--- src/rtl/ldtu_dec_pkg.sv ---
// Shared constants and types for the LiTe-DTU stream decoder.
// Prefixes are listed MSB-first as they appear at the top of each 32-bit word.
package ldtu_dec_pkg;

  localparam logic [1:0] PFX_BAS  = 2'b01;
  localparam logic [5:0] PFX_SIG2 = 6'b001010;
  localparam logic [5:0] PFX_SIG1 = 6'b001011;
  localparam logic [3:0] PFX_HDR  = 4'b1101;
  localparam logic [3:0] PFX_IDLE = 4'b1110;

  localparam int BAS_W = 6;
  localparam int SIG_W = 13;

  localparam logic [2:0] BAS_LAST  = 3'd4;
  localparam logic [2:0] SIG2_LAST = 3'd1;
  localparam logic [2:0] SIG1_LAST = 3'd0;

  typedef enum logic [2:0] {
    W_BAS,
    W_SIG2,
    W_SIG1,
    W_HDR,
    W_IDLE,
    W_INV
  } word_class_t;

  typedef enum logic [1:0] {
    EMPTY,
    BAS,
    SIG
  } dec_state_t;

endpackage

--- src/rtl/ldtu_word_classifier.sv ---
// Combinational word classifier: maps the top six bits of an encoded word to its class.
// Only the prefix bits are needed, so only those are brought in.
module ldtu_word_classifier
  import ldtu_dec_pkg::*;
(
  input  logic [5:0]  i_prefix,
  output word_class_t o_class
);

  // Baseline is checked first because its 2-bit prefix shadows nothing else.
  always_comb begin
    o_class = W_INV;
    if (i_prefix[5:4] == PFX_BAS) begin
      o_class = W_BAS;
    end else if (i_prefix == PFX_SIG2) begin
      o_class = W_SIG2;
    end else if (i_prefix == PFX_SIG1) begin
      o_class = W_SIG1;
    end else if (i_prefix[5:2] == PFX_HDR) begin
      o_class = W_HDR;
    end else if (i_prefix[5:2] == PFX_IDLE) begin
      o_class = W_IDLE;
    end
  end

endmodule

--- src/rtl/ldtu_stream_decoder.sv ---
// LiTe-DTU stream decoder: unpacks baseline/signal words into one 13-bit sample per cycle,
// re-attaches the orbit (BC0) marker and counts invalid words.
module ldtu_stream_decoder
  import ldtu_dec_pkg::*;
#(
  parameter int ERR_W = 8
) (
  input  logic             CLK,
  input  logic             rst,
  input  logic [31:0]      in_data,
  input  logic             in_valid,
  output logic             in_ready,
  output logic [12:0]      out_sample,
  output logic             out_baseline,
  output logic             out_bc0,
  output logic             out_valid,
  input  logic             out_ready,
  output logic             err_pulse,
  output logic [ERR_W-1:0] err_count
);

  dec_state_t       r_state;
  logic [29:0]      r_word;
  logic [2:0]       r_idx;
  logic [2:0]       r_last;
  logic             r_bc0Pending;
  logic             r_errPulse;
  logic [ERR_W-1:0] r_errCnt;

  word_class_t      w_class;
  logic             w_xfer;
  logic             w_lastXfer;
  logic             w_accept;
  logic [12:0]      w_sample;

  ldtu_word_classifier u_classifier (
    .i_prefix (in_data[31:26]),
    .o_class  (w_class)
  );

  assign out_valid  = (r_state != EMPTY);
  assign w_xfer     = out_valid & out_ready;
  assign w_lastXfer = w_xfer & (r_idx == r_last);
  // The last-sample transfer reopens the input so the next word loads without a bubble.
  assign in_ready   = ~rst & ((r_state == EMPTY) | w_lastXfer);
  assign w_accept   = in_valid & in_ready;

  always_comb begin
    w_sample = '0;
    case (r_state)
      BAS: begin
        case (r_idx)
          3'd0:    w_sample = {{(SIG_W-BAS_W){1'b0}}, r_word[5:0]};
          3'd1:    w_sample = {{(SIG_W-BAS_W){1'b0}}, r_word[11:6]};
          3'd2:    w_sample = {{(SIG_W-BAS_W){1'b0}}, r_word[17:12]};
          3'd3:    w_sample = {{(SIG_W-BAS_W){1'b0}}, r_word[23:18]};
          3'd4:    w_sample = {{(SIG_W-BAS_W){1'b0}}, r_word[29:24]};
          default: w_sample = '0;
        endcase
      end
      SIG: begin
        w_sample = (r_idx == 3'd0) ? r_word[12:0] : r_word[25:13];
      end
      default: w_sample = '0;
    endcase
  end

  assign out_sample   = w_sample;
  assign out_baseline = (r_state == BAS);
  assign out_bc0      = r_bc0Pending & out_valid;
  assign err_pulse    = r_errPulse;
  assign err_count    = r_errCnt;

  // A header accepted alongside a transfer sets the flag after the clear, so it lands on the next sample.
  always_ff @(posedge CLK) begin
    if (rst) begin
      r_state      <= EMPTY;
      r_word       <= '0;
      r_idx        <= '0;
      r_last       <= '0;
      r_bc0Pending <= 1'b0;
      r_errPulse   <= 1'b0;
      r_errCnt     <= '0;
    end else begin
      r_errPulse <= 1'b0;

      if (w_xfer) begin
        r_idx        <= r_idx + 3'd1;
        r_bc0Pending <= 1'b0;
      end
      if (w_lastXfer) begin
        r_state <= EMPTY;
      end

      if (w_accept) begin
        case (w_class)
          W_BAS: begin
            r_state <= BAS;
            r_word  <= in_data[29:0];
            r_idx   <= '0;
            r_last  <= BAS_LAST;
          end
          W_SIG2: begin
            r_state <= SIG;
            r_word  <= in_data[29:0];
            r_idx   <= '0;
            r_last  <= SIG2_LAST;
          end
          W_SIG1: begin
            r_state <= SIG;
            r_word  <= in_data[29:0];
            r_idx   <= '0;
            r_last  <= SIG1_LAST;
          end
          W_HDR: begin
            r_bc0Pending <= 1'b1;
          end
          W_IDLE: begin
          end
          default: begin
            r_errPulse <= 1'b1;
            if (r_errCnt != '1) begin
              r_errCnt <= r_errCnt + 1'b1;
            end
          end
        endcase
      end
    end
  end

endmodule

--- config.mk ---
export PLATFORM = sky130hd
export DESIGN_NAME = ldtu_stream_decoder
export DESIGN_NICKNAME = d
export VERILOG_FILES = /design/src/rtl/ldtu_dec_pkg.sv /design/src/rtl/ldtu_word_classifier.sv /design/src/rtl/ldtu_stream_decoder.sv
export SDC_FILE = /design/constraint.sdc
export NUM_CORES = 1
export LEC_CHECK = 0
export CAP_MARGIN = 20
export CELL_PAD_IN_SITES_DETAIL_PLACEMENT = 0
export CELL_PAD_IN_SITES_GLOBAL_PLACEMENT = 2
export CORE_ASPECT_RATIO = 2
export CORE_MARGIN = 2
export CORE_UTILIZATION = 31
export DETAILED_ROUTE_END_ITERATION = 8
export GPL_ROUTABILITY_DRIVEN = 0
export MAX_ROUTING_LAYER = met4
export PLACE_DENSITY = 0.91
export SETUP_SLACK_MARGIN = 0.1
export SYNTH_ARGS = -nofsm -noshare
export SYNTH_HDL_FRONTEND = slang
export SYNTH_SLANG_ARGS = --single-unit
--- constraint.sdc ---
create_clock -name CLK -period 4.1 [get_ports CLK]
set_input_delay 0.82 -clock CLK [delete_from_list [all_inputs] [get_ports CLK]]
set_output_delay 0.82 -clock CLK [all_outputs]
set_load 0.05 [all_outputs]
# Word level (Yosys, flattened, before mapping)

Cells that the tools add are included.
W data, S select, Z words.

Word-level logic and storage cells: 66
Input bits: 36
Bits in registers: 48

Reductions and logical operators: 12
Bitwise logic cells: 9
Multiplexer cells: 19
Add/subtract/negate cells: 2
Equality and inequality tests: 17

Operators by type and width:

| kind                  | number |
|---|---|
| $pmux W6 S5           | 1 |
| $pmux W13 S2          | 1 |
| $mux W3               | 7 |
| $mux W13              | 1 |
| $eq A3 B2 Y1 const B  | 4 |
| $eq A6 B4 Y1 const B  | 2 |
| $pmux W3 S3           | 1 |
| $add A8 B1 Y8 const B | 1 |
| $eq A4 B4 Y1 const B  | 2 |
| $ne A8 B8 Y1 const B  | 1 |
| $eq A3 B1 Y1 const B  | 2 |
| $eq A3 B3 Y1 const B  | 2 |
| $logic_not A3 Y1      | 2 |
| $and A1 B1 Y1         | 5 |
| $mux W1               | 5 |
| $reduce_or A5 Y1      | 1 |
| $eq A2 B1 Y1 const B  | 2 |
| $mux W2               | 2 |
| $pmux W2 S2           | 1 |
| $reduce_and A2 Y1     | 2 |
| $reduce_or A2 Y1      | 2 |
| $add A3 B1 Y3 const B | 1 |
| $eq A3 B3 Y1          | 1 |
| $not A1 Y1            | 3 |
| other kinds (7)       | 7 |

# Logic depth before layout (Yosys ltp)

Gate-level depths: netlist of run 1.

Depth after elaboration: 10
Gate-level depth with buffers: 8

# By module

Synthesis of run 1 repeated with hierarchy kept, for this count alone.

Cells, all modules: 297
Area, all modules: 2642.5 µm²

Modules (own cells, without submodules):

| module               | seq. area each (µm²) | times used | cells each | area an instance (µm²) |
|---|---|---|---|---|
| ldtu_stream_decoder  | 940.9                | 1          | 285        | 2561.2 |
| ldtu_word_classifier | 0.0                  | 1          | 12         | 81.3 |

# Worst setup path after synthesis of run 1

OpenSTA, ideal clock, no wires.

Kind: reg-to-output
Start: register r_idx[1]
End: output out_sample[4]
Stages on the path, launching flop included: 9
Path buffers: 3
Path slack: 0.870 ns
Data required time: 3.280 ns
Arrival time: 2.410 ns
Path through: dfxtp_1 inv_1 ha_1 clkbuf_1 nor2b_1 clkbuf_1 clkbuf_1 mux2i_1 o22ai_1

Longest elaborated chain between the ends: 3
Elaborated cells on any way between the ends: 8
Classes of those cells: eq/ne (4); mux (3); reduce/logical (1)

RTL lines:

| what                                    | line                                                 | source |
|---|---|---|
| from (decl)                             | ldtu_stream_decoder.sv:24                            | `logic [2:0] r_idx;` |
| from (signal assigned)                  | ldtu_stream_decoder.sv:88                            | `r_idx <= r_idx + 3'd1;` |
| $eq A3 B3 Y1 (tied with other cells)    | ldtu_stream_decoder.sv:52                            | `case (r_idx)` |
| $pmux W6 S5 or $mux W13 (tied branches) | ldtu_stream_decoder.sv:52, ldtu_stream_decoder.sv:62 |  |
| $pmux W13 S2 (*)                        | ldtu_stream_decoder.sv:50                            | `case (r_state)` |
| to (decl)                               | ldtu_stream_decoder.sv:13                            | `output logic [12:0] out_sample,` |

Mark *: on every way between the ends. The rest lies on a longest branch, timed or not.

# Worst setup path after layout of run 1

Start: register r_idx[0]
End: output out_sample[4]

The elaborated chain is that of the path after synthesis.

==> metrics, run 1 <==
CTS tree done; achievable clock frequency 0.284 GHz; CP Class flop to primary output; CP Launch Type flop; worst-path fanout max 13; Post-synth top flop dfxtp_1; buffer and inverter count on the worst path 3; GRT Util Overall 16.0%; worst min path class flop to flop; CTS max path bufs 2; # resized after CTS 0; final max-slew violation count 0; # diodes 0; layout cells sized above 1 7.55%; hold wc startpoint r_bc0Pending$_SDFF_PP0_; worst path cell trace inv_1, ha_1, nor2b_1, buf_4, mux2i_1, o22ai_1, clkdlybuf4s50_1; Synth warnings 0; Tot Pwr 1.05 mW; most common cell after layout, fill and taps aside clkdlybuf4s50_1; post-synth cell types 40; Slew HR 46.7%; Via Count 2204; nets@finish 375; die width 67.3 µm; worst endpoint required time 3.28 ns; Pre-Repair DR Iteration Count 4; Post-synth EDFFs 0; maximum vdd drop 0.000286 V; Hold Path Depth 2; CTS clk-pin slew, worst paths 0.06 ns; most frequent cells in the layout 60 x clkdlybuf4s50_1, 47 x dfxtp_1, 37 x mux2i_1; initial detailed-routing violation count 112; Tcrit/Tclk final 85.9%; final instance area 0.00334 mm²; IO Port Bufs 61; delay-heaviest family, CP buffers and inverters; Seq cells post-synth 47; cts bufs inserted 5; IO Pins 62; Tmin final 3.52 ns; MaxCap Viol Count 0; number of placement rows 46; number of post-CTS setup repair buffers 0; CP endpoint kind primary output; Area growth syn-to-layout 34.4%; Syn Nets 318; Placed Cells incl. Taps 419; Reg2Reg Setup Slack 1.90 ns; post-synthesis cell area 0.00248 mm²; H-tree depth 2; first-pass GRT wire length 10.4 mm; worst r2r src r_idx[2]$_SDFF_PP0_; Seq/Total Area, Yosys 37.9%; Post-Layout Cell Count 427; die area 0.00878 mm²; WHS 0.481 ns; setup TNS 0 ns; DR WL/cell 15.0 µm; r2r endpoint r_word[21]$_SDFFE_PP0P_; latest clock arrival within the worst-skew pair 0.29 ns; Congestion Overflow GR 0; starting density of the core 31.7%; Power Density 315 mW/mm²; Final Worst Setup Slack 0.579 ns; asr flop ratio synth 0%; Setup WS pre-CTS 0.909 ns; hpwl dp 4.85 mm; # DRC 0; final setup fails 0; RSZ-0062 raised after global routing no; height of the die 131 µm; fin util 42.6%; Final Hold Fails 0; Setup Skew 0.00426 ns; post-place instance area 0.00318 mm²; Vias/cell 5.16; TritonCTS Sinks 47; outcome completed; Routed WL 6.39 mm; cells after synthesis 273; worst-margin pin slew 0.798 ns; pin count of the biggest net entering global routing 42; Hold Path Sink r_bc0Pending$_SDFF_PP0_; Post-DRT Antenna Nets 0; initial antenna violation count 0; Post-Syn Area per Cell 9.09 µm²; Static Leakage 1.18 nW; Reg2Reg Depth 7; core area 0.00783 mm²; critical path arrival 2.70 ns; Clock Tree Root clkbuf_16; slowest stage delay, CP 0.85 ns; CP max stage cell clkdlybuf4s50_1; CTS Hold Bufs 0; vias in the first global route 2178
registers in the layout, summed over array words and instances, names as in the netlist:
register and cells:
r_word 30, err_count 8, r_idx 3, r_last 2, r_state 2, err_pulse 1
r_bc0Pending 1
cells in the mapped netlist (6+ instances only):
master    count  area share, %
nor2_1       34            5.1
ha_1          9            4.5
mux2_2        6            2.7
inv_1        11            1.7
o21ai_0       7            1.4
a222oi_1      6            2.4
clkbuf_1     11            1.7
dfxtp_1      47             38
a21oi_1      16            3.2
nor2b_1       9            2.3
mux2i_1      37             15
o22ai_1       6            1.5
nand2_1      22            3.3
tightest hold or removal path, cell delays in order, from the launching register on:
cell and delay (ns):
dfxtp_1 0.31, nand2b_1 0.07, a21oi_1 0.06
power breakdown:
group          switching (mW)  internal [mW]  leakage [nW]  total [mW]
Sequential             0.0106          0.468         0.380       0.478
Combinational          0.0698         0.0684         0.724       0.138
Clock                   0.173          0.259        0.0761       0.433
Total                   0.254          0.795          1.18        1.05
routing by layer:
layer / part of all wire (%) / track usage (%) / vias up
li1: - / - / 1103
met1: 46 / 20.6 / 1035
met2: 47 / 24.8 / 59
met3: 5.1 / 3.34 / 7
met4: 1.4 / 5.40 / 0
met5: 0 / - / -
how the worst max path moves through the flow:
stage / endpoint / startpoint / depth (start not counted)
CTS: out_sample[3] / r_idx[0]$_SDFF_PP0_ / 7
floorplan: out_sample[4] / r_idx[1]$_SDFF_PP0_ / 8
global placement: out_sample[5] / r_idx[0]$_SDFF_PP0_ / 7
global route: out_sample[5] / r_idx[1]$_SDFF_PP0_ / 7
detailed placement: out_sample[3] / r_idx[0]$_SDFF_PP0_ / 7
finish: out_sample[4] / r_idx[0]$_SDFF_PP0_ / 7
cells by family after synthesis:
family,synth area share [%]
mux,17.6
buf+inv,5.09
fa+ha+maj,4.54
xor+xnor,1.66
compound gates,15.7
flops,37.9
simple gates,17.4
cell type report:
cell class | instances | area [µm²]
well taps | 96 | 120
clock inverters | 1 | 7.51
flip-flops and latches | 47 | 941
repair buffers | 66 | 658
fillers | 813 | 4490
multi-input cells | 199 | 1420
clock buffers | 7 | 153
inverters | 11 | 41.3
Note: power is estimated with default switching activity, not from simulation.
==> inputs of run 2 (changes only) <==
--- a/config.mk
+++ b/config.mk
@@ -11,6 +11,7 @@
 export CORE_ASPECT_RATIO = 2
 export CORE_MARGIN = 2
 export CORE_UTILIZATION = 31
+export CTS_CLUSTER_SIZE = 10
 export DETAILED_ROUTE_END_ITERATION = 8
 export GPL_ROUTABILITY_DRIVEN = 0
 export MAX_ROUTING_LAYER = met4
==> results of run 2 <==
No change in the layout: final DEF, timing and power equal those of run 1.
